===== config.mk =====
export PLATFORM = sky130hd
export DESIGN_NAME = ng_tpg_sequencer
export DESIGN_NICKNAME = d
export VERILOG_FILES = /design/src/rtl/ng_tpg_sequencer.sv
export SDC_FILE = /design/constraint.sdc
export NUM_CORES = 1
export LEC_CHECK = 0
export CAP_MARGIN = 20
export CELL_PAD_IN_SITES_DETAIL_PLACEMENT = 1
export CELL_PAD_IN_SITES_GLOBAL_PLACEMENT = 1
export CORE_UTILIZATION = 38
export DETAILED_ROUTE_END_ITERATION = 16
export PLACE_DENSITY = 0.79
export SLEW_MARGIN = 10
export SYNTH_ARGS = -nofsm -noshare
export SYNTH_HDL_FRONTEND = slang
export SYNTH_SLANG_ARGS = --single-unit
export TNS_END_PERCENT = 30

===== constraint.sdc =====
create_clock -name CLK2 -period 3.1 [get_ports CLK2]
set_clock_uncertainty 0.1 [all_clocks]
set_input_delay 0.31 -clock CLK2 [delete_from_list [all_inputs] [get_ports CLK2]]
set_output_delay 0.31 -clock CLK2 [all_outputs]
set_load 0.02 [all_outputs]

===== src/rtl/ng_tpg_sequencer.sv =====
// ng_tpg_sequencer: time pulse generator for the control pulse matrix.
// Steps the 12-pulse memory cycle (TP1..TP12) and handles power-on,
// standby and MCT/instruction single-step control. Emits the 4-bit TPG
// state code, a one-cycle MCT_END pulse after every TP12 exit and a
// wrapping count of completed MCTs.
// Optional feature: define NG_TPG_MEMWAIT_EN to let MEM_WAIT stretch TP6.
module ng_tpg_sequencer #(
   parameter  int unsigned MCT_W = 16,
   localparam int unsigned TPG_W = 4
) (
   input  logic             CLK2,
   input  logic             RESET,
   input  logic             STBY_REQ,
   input  logic             RUN,
   input  logic             INST,
   input  logic             STEP,
   input  logic             SNI,
   input  logic             MEM_WAIT,
   output logic [TPG_W-1:0] TPG,
   output logic             MCT_END,
   output logic [MCT_W-1:0] MCT_CNT
);

   // Encoding is shared with the CPM decoder and must not change.
   typedef enum logic [TPG_W-1:0] {
      ST_STBY  = 4'd0,
      ST_PWRON = 4'd1,
      ST_TP1   = 4'd2,
      ST_TP2   = 4'd3,
      ST_TP3   = 4'd4,
      ST_TP4   = 4'd5,
      ST_TP5   = 4'd6,
      ST_TP6   = 4'd7,
      ST_TP7   = 4'd8,
      ST_TP8   = 4'd9,
      ST_TP9   = 4'd10,
      ST_TP10  = 4'd11,
      ST_TP11  = 4'd12,
      ST_TP12  = 4'd13,
      ST_SRLSE = 4'd14,
      ST_WAIT  = 4'd15
   } tpg_state_e;

   tpg_state_e       state_q;
   tpg_state_e       state_d;
   logic             mct_end_q;
   logic             mct_end_d;
   logic [MCT_W-1:0] mct_cnt_q;
   logic [MCT_W-1:0] mct_cnt_d;
   logic             step_stop;

   // Step mode stops at every MCT end, or only at instruction end when INST=1.
   assign step_stop = !RUN && (!INST || SNI);

`ifndef NG_TPG_MEMWAIT_EN
   logic unused_mem_wait;
   assign unused_mem_wait = MEM_WAIT;
`endif

   // State and output registers; synchronous reset wins over everything.
   always_ff @(posedge CLK2) begin
      if (RESET) begin
         state_q   <= ST_STBY;
         mct_end_q <= 1'b0;
         mct_cnt_q <= '0;
      end else begin
         state_q   <= state_d;
         mct_end_q <= mct_end_d;
         mct_cnt_q <= mct_cnt_d;
      end
   end

   // Next-state decode.
   always_comb begin
      state_d = state_q;
      case (state_q)
         ST_STBY:  state_d = STBY_REQ ? ST_STBY : ST_PWRON;
         ST_PWRON: state_d = RUN ? ST_TP1 : ST_SRLSE;
`ifdef NG_TPG_MEMWAIT_EN
         ST_TP6:   state_d = MEM_WAIT ? ST_TP6 : ST_TP7;
`else
         ST_TP6:   state_d = ST_TP7;
`endif
         ST_TP1, ST_TP2, ST_TP3, ST_TP4, ST_TP5,
         ST_TP7, ST_TP8, ST_TP9, ST_TP10, ST_TP11:
                   state_d = tpg_state_e'(state_q + TPG_W'(1));
         ST_TP12: begin
            if (STBY_REQ)       state_d = ST_STBY;
            else if (step_stop) state_d = ST_SRLSE;
            else                state_d = ST_TP1;
         end
         // Wait for button release so one press gives exactly one advance.
         ST_SRLSE: state_d = STEP ? ST_SRLSE : ST_WAIT;
         ST_WAIT: begin
            if (STBY_REQ)         state_d = ST_STBY;
            else if (STEP || RUN) state_d = ST_TP1;
            else                  state_d = ST_WAIT;
         end
         default:  state_d = ST_STBY;
      endcase
   end

   // Next values of the MCT_END pulse and MCT counter; TP12 always exits.
   always_comb begin
      mct_end_d = 1'b0;
      mct_cnt_d = mct_cnt_q;
      if (state_q == ST_TP12) begin
         mct_end_d = 1'b1;
         mct_cnt_d = mct_cnt_q + MCT_W'(1);
      end
   end

   assign TPG     = state_q;
   assign MCT_END = mct_end_q;
   assign MCT_CNT = mct_cnt_q;

endmodule


==> impl_metrics.csv <==
group,metric,value,unit
layout,num-fill-cells,351,
power_and_ir_drop,p_clk_share,26.0,%
synthesis,synth.most_common_cell,"dfxtp_1",
routing,drt_wl_total,3030,um
worst_setup_path,crit_fanout,9,
routing,drc,2,
floorplan,pin_count,29,
worst_setup_path,cp_slowest_stage_delay,0.68,ns
worst_setup_path,crit_path_start,"TPG[0]",
clock_network,cts_buffer_depth,2,
power_and_ir_drop,power.internal,0.000369,W
routing,drtIter0Drc,53,
floorplan,die_w,57.6,um
routing,viasPerCell,5.87,
flow_run,maxCapViolations,0,
routing,vias,1121,
timing,relSlewSlack,46.9,%
power_and_ir_drop,netSwitchingPower,0.000148,W
synthesis,synth_seq_cells,21,
floorplan,initial_core_util,41.2,%
synthesis,ys_top_cells_by_area,"dfxtp_1 36%, ha_1 5.3%, nor2_1 5.1%, xnor2_1 3.7%, xor2_1 3.7%",
worst_setup_path,critPathLaunchType,"flop",
power_and_ir_drop,leakage,0.544,nW
outcome,failed_checks,"DRC",
timing,hold_ws,0.422,ns
floorplan,fp-row-count,19,
synthesis,synth_fp_nets,147,
timing,period_needed,2.40,ns
global_route,track_usage,20.2,%
place,dpl_cell_area,1460,sq um
timing,slew_violations,0,
clock_network,htree_levels,1,
worst_setup_path,end_kind,"flop",
worst_setup_path,reg2reg_from,"TPG[0]",
outcome,status,"finished, violations left",
floorplan,dieArea,3320,sq um
global_route,grt_pass1_vias,1110,
layout,num-nets-final,174,
timing,max_slew.worst_pin.slew,0.795,ns
global_route,grt_overflow,0,
clock_network,cts.sink_count,21,
synthesis,synthArstFlopShare,0,%
routing,wire_per_inst,15.9,um
power_and_ir_drop,power_frac_seq,54.9,%
clock_network,cts_tree,"done",
power_and_ir_drop,p_per_area,349,nW/um^2
routing,ant_nets,0,
synthesis,ys.warnings.count,0,
floorplan,core,2850,sq um
power_and_ir_drop,finalPower,0.000518,W
clock_network,clk_latency,0.31,ns
synthesis,synth-edff-count,0,
worst_setup_path,critical_path.top_delay_family,"simple AND/OR/NAND/NOR gates",
timing,rsz0062_at_grt,"false",
timing,finalHoldViolations,0,
routing,firstDrtPassIters,10,
clock_network,cts-resized-gates,0,
clock_network,cts_root_buf,"clkbuf_4",
synthesis,synth.distinct_cells,41,
clock_network,post-cts-setup-buffers,0,
synthesis,syn_avg_cell_area,8.77,sq um
timing,fin_crit_sh,77.4,%
worst_setup_path,cp_slowest_cell,"nor4_1",
worst_setup_path,cp.depth,5,
synthesis,ys.flop_type,"dfxtp_1",
global_route,grt_first_pass_wirelength,5100,um
worst_setup_path,critPathBufInv,0,
place,dp_hpwl,2290,um
clock_network,cts_hold_buffers,0,
timing,max_freq,417,MHz
clock_network,cts.clk_slew.worst_paths,0.12,ns
worst_setup_path,path_class,"flop to flop",
timing,fin_tns_setup,0,ns
clock_network,numCtsBuffers,3,
layout,fin_area,1480,sq um
worst_setup_path,cp_cell_sequence,"ha_1, nand4_4, nor4_1, nand3_1, mux2_2",
worst_setup_path,reg2reg_to,"MCT_CNT[15]",
worst_setup_path,crit_required,3.21,ns
synthesis,postSynthCellCount,134,
floorplan,fp.dieH,57.6,um
worst_setup_path,arrival,2.51,ns
place,gp_congestion,0.872,
power_and_ir_drop,irDropWorstVdd,0.189,mV
synthesis,syn-cell-area,1170,sq um
global_route,grt_max_degree,22,
place,port_buffers,27,
synthesis,synthTopCellsByCount,"21 x dfxtp_1, 16 x nor2_1, 7 x a21oi_1, 7 x inv_1, 6 x nand3_1",
layout,diodes,0,
power_and_ir_drop,swShare,28.7,%
layout,syn_to_final_growth,26.3,%
synthesis,yosys.area.top_type_share,35.8,%
synthesis,ys_seq_area_share,35.8,%
worst_setup_path,ff2ff_setup_slack,0.70,ns
global_route,antenna_found_initial,0,
synthesis,yosys.area.top_type,"dfxtp_1",
worst_setup_path,crit_end,"MCT_CNT[15]",
power_and_ir_drop,pwr-share-comb,19.0,%
worst_setup_path,reg2reg_depth,5,
timing,setup_viol,0,
worst_hold_path,hp-class,"flop to flop",
layout,drive_gt1_share,6.88,%
## power groups by stage
stage                     registers, W  clock network [W]  logic (W)
final                         0.000284           0.000135  0.0000985
after global routing          0.000286           0.000148   0.000107
after CTS                     0.000284           0.000140  0.0000988
after detailed placement      0.000290                  0  0.0000985
after global placement        0.000289                  0  0.0000965
after floorplan               0.000292                  0  0.0000693
## area by class of cell
cell class	instances	area, sq um	share of cell area [%]
multi-input cells	101	702	47.3
inverters	7	26.3	1.77
well taps	31	38.8	2.61
clock buffers	4	26.3	1.77
repair buffers	27	270	18.2
flip-flops and latches	21	420	28.3
## placed cells by master, fill, tap and decap left out, types with 4 or more instances in the layout
master           Yosys  layout
clkdlybuf4s50_1      0      27
dfxtp_1             21      21
nor2_1              16      16
inv_1                7       7
a21oi_1              7       7
nand3_1              6       6
nand4_1              5       5
o21ai_0              5       5
nand2_1              5       5
xnor2_1              5       5
xor2_1               5       5
ha_1                 5       5
nor3_1               4       4
## worst min-delay path by stage
stage	startpoint	endpoint	slack, ns	cells after the start
finish	MCT_CNT[14]	MCT_CNT[14]	0.42	2
global placement	MCT_CNT[14]	MCT_CNT[14]	0.39	2
CTS	MCT_CNT[14]	MCT_CNT[14]	0.43	2
global route	MCT_CNT[10]	MCT_CNT[10]	0.46	2
detailed placement	MCT_CNT[14]	MCT_CNT[14]	0.42	2
floorplan	STBY_REQ	TPG[0]	0.31	1
## registers in the layout (all words and copies together), names as in the netlist
signal / cells
TPG: 4
MCT_END: 1
MCT_CNT: 16
## layer usage
layer  GRT usage [%]  routed length (um)  up-vias
met5               0                   0        -
li1                -                   -      542
met2            34.1                1500       29
met3            5.44                 136        6
met4            5.92                  55        0
met1            25.1                1340      544
## worst min-delay path, cell delays in order (launching register included)
cell and delay (ns):
dfxtp_1 0.35, o21ai_0 0.08, a21oi_1 0.06
## cell families (layout without fill, tap and decap cells)
| group | after synthesis | count (layout) | share of synthesized area (%) |
|---|---|---|---|
| adder cells (fa/ha/maj) | 5 | 5 | 5.32 |
| XOR/XNOR | 10 | 10 | 7.45 |
| AO/OA/AOI/OAI | 27 | 27 | 16.9 |
| AND/OR/NAND/NOR | 57 | 57 | 28.2 |
| buffers and inverters | 12 | 38 | 4.47 |
| multiplexers | 2 | 2 | 1.81 |
| flip-flops | 21 | 21 | 35.8 |
## stage by stage
step                      std cells  utilization, %  worst slack (ns)
after global routing            191            52.0             0.399
after global placement          187            51.1             0.735
after CTS                       191            52.0             0.678
after floorplan                 134               -             0.946
final                           191            52.0             0.699
after detailed placement        187            51.1             0.700
(Power assumes the default switching activity.)
